**src/rtl/cpu_pkg.sv**
```systemverilog
// Shared CPU types: opcodes, branch conditions, saturation limits and flag-update helpers.
package cpu_pkg;

  localparam int unsigned DATA_W = 16;
  localparam int unsigned REG_W  = 4;

  localparam logic [DATA_W-1:0] SAT_MAX = {1'b0, {(DATA_W-1){1'b1}}};
  localparam logic [DATA_W-1:0] SAT_MIN = {1'b1, {(DATA_W-1){1'b0}}};

  typedef enum logic [3:0] {
    OP_ADD    = 4'h0,
    OP_SUB    = 4'h1,
    OP_XOR    = 4'h2,
    OP_RED    = 4'h3,
    OP_SLL    = 4'h4,
    OP_SRA    = 4'h5,
    OP_ROR    = 4'h6,
    OP_PADDSB = 4'h7,
    OP_LW     = 4'h8,
    OP_SW     = 4'h9,
    OP_LLB    = 4'hA,
    OP_LHB    = 4'hB,
    OP_B      = 4'hC,
    OP_BR     = 4'hD,
    OP_PCS    = 4'hE,
    OP_HLT    = 4'hF
  } opcode_t;

  typedef enum logic [2:0] {
    COND_NE  = 3'b000,
    COND_EQ  = 3'b001,
    COND_GT  = 3'b010,
    COND_LT  = 3'b011,
    COND_GTE = 3'b100,
    COND_LTE = 3'b101,
    COND_OV  = 3'b110,
    COND_UNC = 3'b111
  } cond_t;

  // Adder ops: saturate and update all three flags.
  function automatic logic sets_zvn(input opcode_t op);
    return (op == OP_ADD) || (op == OP_SUB);
  endfunction

  // Logic/shift ops: update Z only.
  function automatic logic sets_z(input opcode_t op);
    return (op == OP_XOR) || (op == OP_SLL) || (op == OP_SRA) || (op == OP_ROR);
  endfunction

endpackage

```
**src/rtl/flag_reg.sv**
```systemverilog
// Z/V/N flag register with update gating, plus the branch-condition evaluator.
module flag_reg
  import cpu_pkg::*;
#(
  parameter int unsigned W = DATA_W
) (
  input  logic         clk,
  input  logic         rst_n,
  input  logic         stall,
  input  logic         flush,
  input  logic         in_valid,
  input  logic [3:0]   op,
  input  logic [W-1:0] res,
  input  logic         ovfl,
  input  logic [2:0]   cond,
  output logic         flag_z,
  output logic         flag_v,
  output logic         flag_n,
  output logic         br_taken
);

  opcode_t op_e;
  cond_t   cond_e;
  logic    upd_c;
  logic    res_zero_c;

  always_comb begin
    op_e       = opcode_t'(op);
    cond_e     = cond_t'(cond);
    upd_c      = !flush && !stall && in_valid;
    res_zero_c = (res == '0);
  end

  always_ff @(posedge clk) begin
    if (!rst_n) begin
      flag_z <= 1'b0;
      flag_v <= 1'b0;
      flag_n <= 1'b0;
    end else if (upd_c) begin
      if (sets_zvn(op_e)) begin
        flag_z <= res_zero_c;
        flag_v <= ovfl;
        flag_n <= res[W-1];
      end else if (sets_z(op_e)) begin
        flag_z <= res_zero_c;
      end
    end
  end

  // Branch decision from the architectural (registered) flags only.
  always_comb begin
    br_taken = 1'b0;
    unique case (cond_e)
      COND_NE:  br_taken = !flag_z;
      COND_EQ:  br_taken = flag_z;
      COND_GT:  br_taken = !flag_z && !flag_n;
      COND_LT:  br_taken = flag_n;
      COND_GTE: br_taken = flag_z || (!flag_z && !flag_n);
      COND_LTE: br_taken = flag_n || flag_z;
      COND_OV:  br_taken = flag_v;
      COND_UNC: br_taken = 1'b1;
      default:  br_taken = 1'b0;
    endcase
  end

endmodule

```
**src/rtl/ex_result_stage.sv**
```systemverilog
// Execute-stage back end: ADD/SUB saturation, flag register and the EX/MEM pipeline register.
module ex_result_stage
  import cpu_pkg::*;
#(
  parameter int unsigned W  = DATA_W,
  parameter int unsigned RW = REG_W
) (
  input  logic          clk,
  input  logic          rst_n,
  input  logic          stall,
  input  logic          flush,
  input  logic          in_valid,
  input  logic [3:0]    op,
  input  logic [W-1:0]  sum,
  input  logic          ovfl,
  input  logic          a_msb,
  input  logic [W-1:0]  alu_in,
  input  logic [RW-1:0] rd,
  input  logic          reg_wr,
  input  logic [2:0]    cond,
  output logic          mem_valid,
  output logic [W-1:0]  mem_result,
  output logic [RW-1:0] mem_rd,
  output logic          mem_reg_wr,
  output logic          flag_z,
  output logic          flag_v,
  output logic          flag_n,
  output logic          br_taken
);

  localparam logic [W-1:0] SAT_MAX_W = {1'b0, {(W-1){1'b1}}};
  localparam logic [W-1:0] SAT_MIN_W = {1'b1, {(W-1){1'b0}}};

  logic [W-1:0] res_c;

  // Overflow direction follows the sign of operand A.
  always_comb begin
    res_c = alu_in;
    if (sets_zvn(opcode_t'(op))) begin
      res_c = sum;
      if (ovfl) res_c = a_msb ? SAT_MIN_W : SAT_MAX_W;
    end
  end

  always_ff @(posedge clk) begin
    if (!rst_n || flush) begin
      mem_valid  <= 1'b0;
      mem_result <= '0;
      mem_rd     <= '0;
      mem_reg_wr <= 1'b0;
    end else if (!stall) begin
      mem_valid  <= in_valid;
      mem_result <= res_c;
      mem_rd     <= rd;
      mem_reg_wr <= reg_wr & in_valid;
    end
  end

  flag_reg #(.W(W)) u_flag_reg (
    .clk      (clk),
    .rst_n    (rst_n),
    .stall    (stall),
    .flush    (flush),
    .in_valid (in_valid),
    .op       (op),
    .res      (res_c),
    .ovfl     (ovfl),
    .cond     (cond),
    .flag_z   (flag_z),
    .flag_v   (flag_v),
    .flag_n   (flag_n),
    .br_taken (br_taken)
  );

endmodule

```
**config.mk**
```make
export PLATFORM = sky130hd
export DESIGN_NAME = ex_result_stage
export DESIGN_NICKNAME = d
export VERILOG_FILES = /design/src/rtl/cpu_pkg.sv /design/src/rtl/flag_reg.sv /design/src/rtl/ex_result_stage.sv
export SDC_FILE = /design/constraint.sdc
export NUM_CORES = 1
export LEC_CHECK = 0
export BUFFER_PORTS_ARGS = -buffer_cell sky130_fd_sc_hd__buf_2
export CAP_MARGIN = 20
export CORE_MARGIN = 2
export CORE_UTILIZATION = 43
export DETAILED_ROUTE_END_ITERATION = 7
export GPL_TIMING_DRIVEN = 0
export PLACE_DENSITY = 0.78
export SLEW_MARGIN = 10
export SYNTH_ARGS = -nofsm -noshare
export SYNTH_HDL_FRONTEND = slang
export SYNTH_SLANG_ARGS = --single-unit
export TNS_END_PERCENT = 30
```
**constraint.sdc**
```tcl
create_clock -name clk -period 1.8 [get_ports clk]
set_clock_uncertainty 0.15 [all_clocks]
set_input_delay 0.09 -clock clk [delete_from_list [all_inputs] [get_ports clk]]
set_output_delay 0.09 -clock clk [all_outputs]
set_load 0.05 [all_outputs]
```
==> impl_metrics.csv <==
group,metric,value,unit
status,status,"complete, no violations",
grt,grt_max_degree,14,
floorplan,die_w,60.1,um
critical_path,path_max_fanout,2,
pwr,power_density,594,nW/um^2
pwr,vdd_drop_max,0.000473,V
route,vias,1653,
place,placed_cell_area,1790,sq um
grt,track_usage,23.1,%
critical_path,cp.required,1.88,ns
clock_tree,cts_buffers,3,
floorplan,core_area,3030,sq um
logic_synthesis,yosysMostFrequentCell,"a21oi_1",
place,io_buffers,76,
critical_path,arrival,1.80,ns
place,place_hpwl,3.10,mm
final_layout,fill_cells,302,
critical_path,crit_type,"in -> reg",
final_layout,design_area,1970,sq um
clock_tree,worstSkewPairLatency,0.32,ns
logic_synthesis,synth_top_family_by_area,"compound AO/OA/AOI/OAI gates",
logic_synthesis,synth_compound_area_share,32.3,%
grt,grt_pass1_vias,1445,
timing,period_share,95.3,%
grt,overflow,0,
floorplan,pin_count,77,
logic_synthesis,ys_ff_latch,25,
logic_synthesis,ys_seq_area_share,37.0,%
logic_synthesis,synth_edf_count,0,
logic_synthesis,synthesis.area,1350,sq um
critical_path,startpoint_type,"primary input",
logic_synthesis,syn_avg_cell_area,7.74,sq um
timing,setup_viol,0,
final_layout,drive_above_1_share,34.2,%
critical_path,cp-end-kind,"flip-flop",
floorplan,start_util,44.7,%
timing,drv_slew,0,
route,avgRoutedWirePerCell,13.3,um
timing,worstMarginPinSlew,0.527,ns
logic_synthesis,synth.largest_area_cell,"dfxtp_1",
route,drt-total-wl,4.15,mm
final_layout,final_cells,313,
logic_synthesis,synth-main-ff-cell,"dfxtp_1",
floorplan,die_area,3610,sq um
place,dp.cells,295,
clock_tree,cts_buffer_depth,2,
clock_tree,clk_pin_slew_worst_paths,0.14,ns
timing,fmax,583,MHz
clock_tree,cts_tree,"built",
final_layout,syn_to_final_growth,45.3,%
grt,antenna_found_initial,0,
flow_run,drv_cap,0,
logic_synthesis,synth_common_cells,"32 x a21oi_1, 25 x dfxtp_1, 25 x nor2_1",
logic_synthesis,netlist.area_leader.share,37.0,%
logic_synthesis,yosys.area_share.simple,23.1,%
logic_synthesis,synth-xor-area-share,0,%
floorplan,dieHeight,60.1,um
timing,setup-tns-final,0,ns
logic_synthesis,netlist_instances,175,
place,place_congestion,0.857,
clock_tree,cts_root_buf,"clkbuf_4",
pwr,leakagePower,0.000902,uW
final_layout,n_antenna_cell,0,
timing,slew_headroom,64.8,%
logic_synthesis,synthAdderAreaFrac,0,%
route,drtAntennaViolNets,0,
logic_synthesis,synth_area_leaders,"dfxtp_1 37%, a21oi_1 12%, a211o_1 9.7%, nor2_1 6.9%, nand2_1 5.8%",
route,vias_per_cell,5.28,
grt,grt_pass1_wl,6.27,mm
timing,period_needed,1.71,ns
clock_tree,htreeDepth,1,
final_layout,nNetsFinal,321,
logic_synthesis,yosys_warnings,0,
route,drcViolationCount,0,
timing,hold_viol,0,
logic_synthesis,synth_cell_types,36,
clock_tree,cts_sinks,25,
route,drtIter0Drc,118,
hold_path,min_path_type,"in -> reg",
route,drtPass1Iterations,5,
logic_synthesis,syn-num-nets,226,
logic_synthesis,async_flop_share,0,%
floorplan,row_count,20,
logic_synthesis,yosys-mux-area-fraction,2.96,%
==> flip-flops by register name, indices dropped and copies added (netlist names) <==
register,cells
u_flag_reg.flag_n,1
u_flag_reg.flag_v,1
mem_result,16
mem_rd,4
u_flag_reg.flag_z,1
mem_reg_wr,1
mem_valid,1
==> worst max-delay path, cell delays in order <==
cell	delay, ns
dlygate4sd3_1	0.54
buf_2	0.12
a21oi_1	0.17
dlygate4sd3_1	0.59
nand3_1	0.09
o41ai_2	0.19
==> routing by layer <==
metal  vias to the layer above  GRT usage [%]  wire length, um
met2                        87           37.6             1900
met3                         6           3.03              336
li1                        826              -                -
met5                         -              0                0
met1                       734           30.8             1870
met4                         0           8.89               47
==> layout by cell type, fill, tap and decap left out, drive strengths merged <==
cell type	n
nand3b	2
o21a	2
clkbuf	10
a221oi	1
or3	2
nor2b	1
buf	81
and2b	1
a22oi	2
nand2	21
nand3	4
dlygate4sd3	14
inv	4
a21boi	3
nor2	25
or4	1
dfxtp	25
mux2i	4
o21ai	4
a21oi	32
nor4	5
nor3b	1
a32oi	2
nor3	2
o41ai	2
a211o	15
nand2b	1
a211oi	2
==> per-stage QoR <==
stage	hold WS, ns	util, %	power, uW	setup slack [ns]
after global placement	0.170	59.1	898	0.186
after floorplan	0.0839	-	780	0.166
final	0.00688	65.0	1170	0.0854
after CTS	0.00681	64.6	1170	0.0389
after global routing	0.0194	65.0	1220	-0.0121
after detailed placement	0.180	59.1	900	0.162
==> repair_timing <==
item	CTS	global route
gates resized for setup	0	4
endpoints found under the setup margin	0	3
buffers inserted	0	0
hold buffers	14	0
endpoints found under the hold margin	11	0
==> power by group <==
part	internal (uW)	switching, uW
Clock	86.7	167
Sequential	571	8.47
Combinational	133	203
Total	790	378
==> final timing paths <==
| path | cells past startpoint | end | slack (ns) | startpoint |
|---|---|---|---|---|
| hold reg to reg | 2 | mem_result[12] | 0.32 | mem_result[12] |
| setup reg to reg | 3 | u_flag_reg.flag_n | 0.42 | u_flag_reg.flag_n |
| setup / recovery | 6 | u_flag_reg.flag_z | 0.09 | op[0] |
| hold / removal | 4 | mem_result[10] | 0.007 | alu_in[10] |
==> logic make-up (layout without fill, tap and decap cells) <==
logic type             count (synthesis)  in the layout
DFF                                   25             25
muxes                                  4              4
and+or+nand+nor                       66             66
buffers and inverters                 15            109
AOI/OAI and AO/OA                     65             65
==> final cells by class <==
| cell class | instances | area, sq um | share of cell area, % |
|---|---|---|---|
| buffer | 11 | 50.0 | 2.54 |
| clock buffer | 4 | 26.3 | 1.34 |
| inverter | 4 | 15.0 | 0.763 |
| multi-input combinational | 135 | 796 | 40.5 |
| sequential | 25 | 502 | 25.5 |
| tap | 44 | 55.1 | 2.80 |
| timing repair buffer | 90 | 523 | 26.6 |
Power figures use the tool's default switching activity.
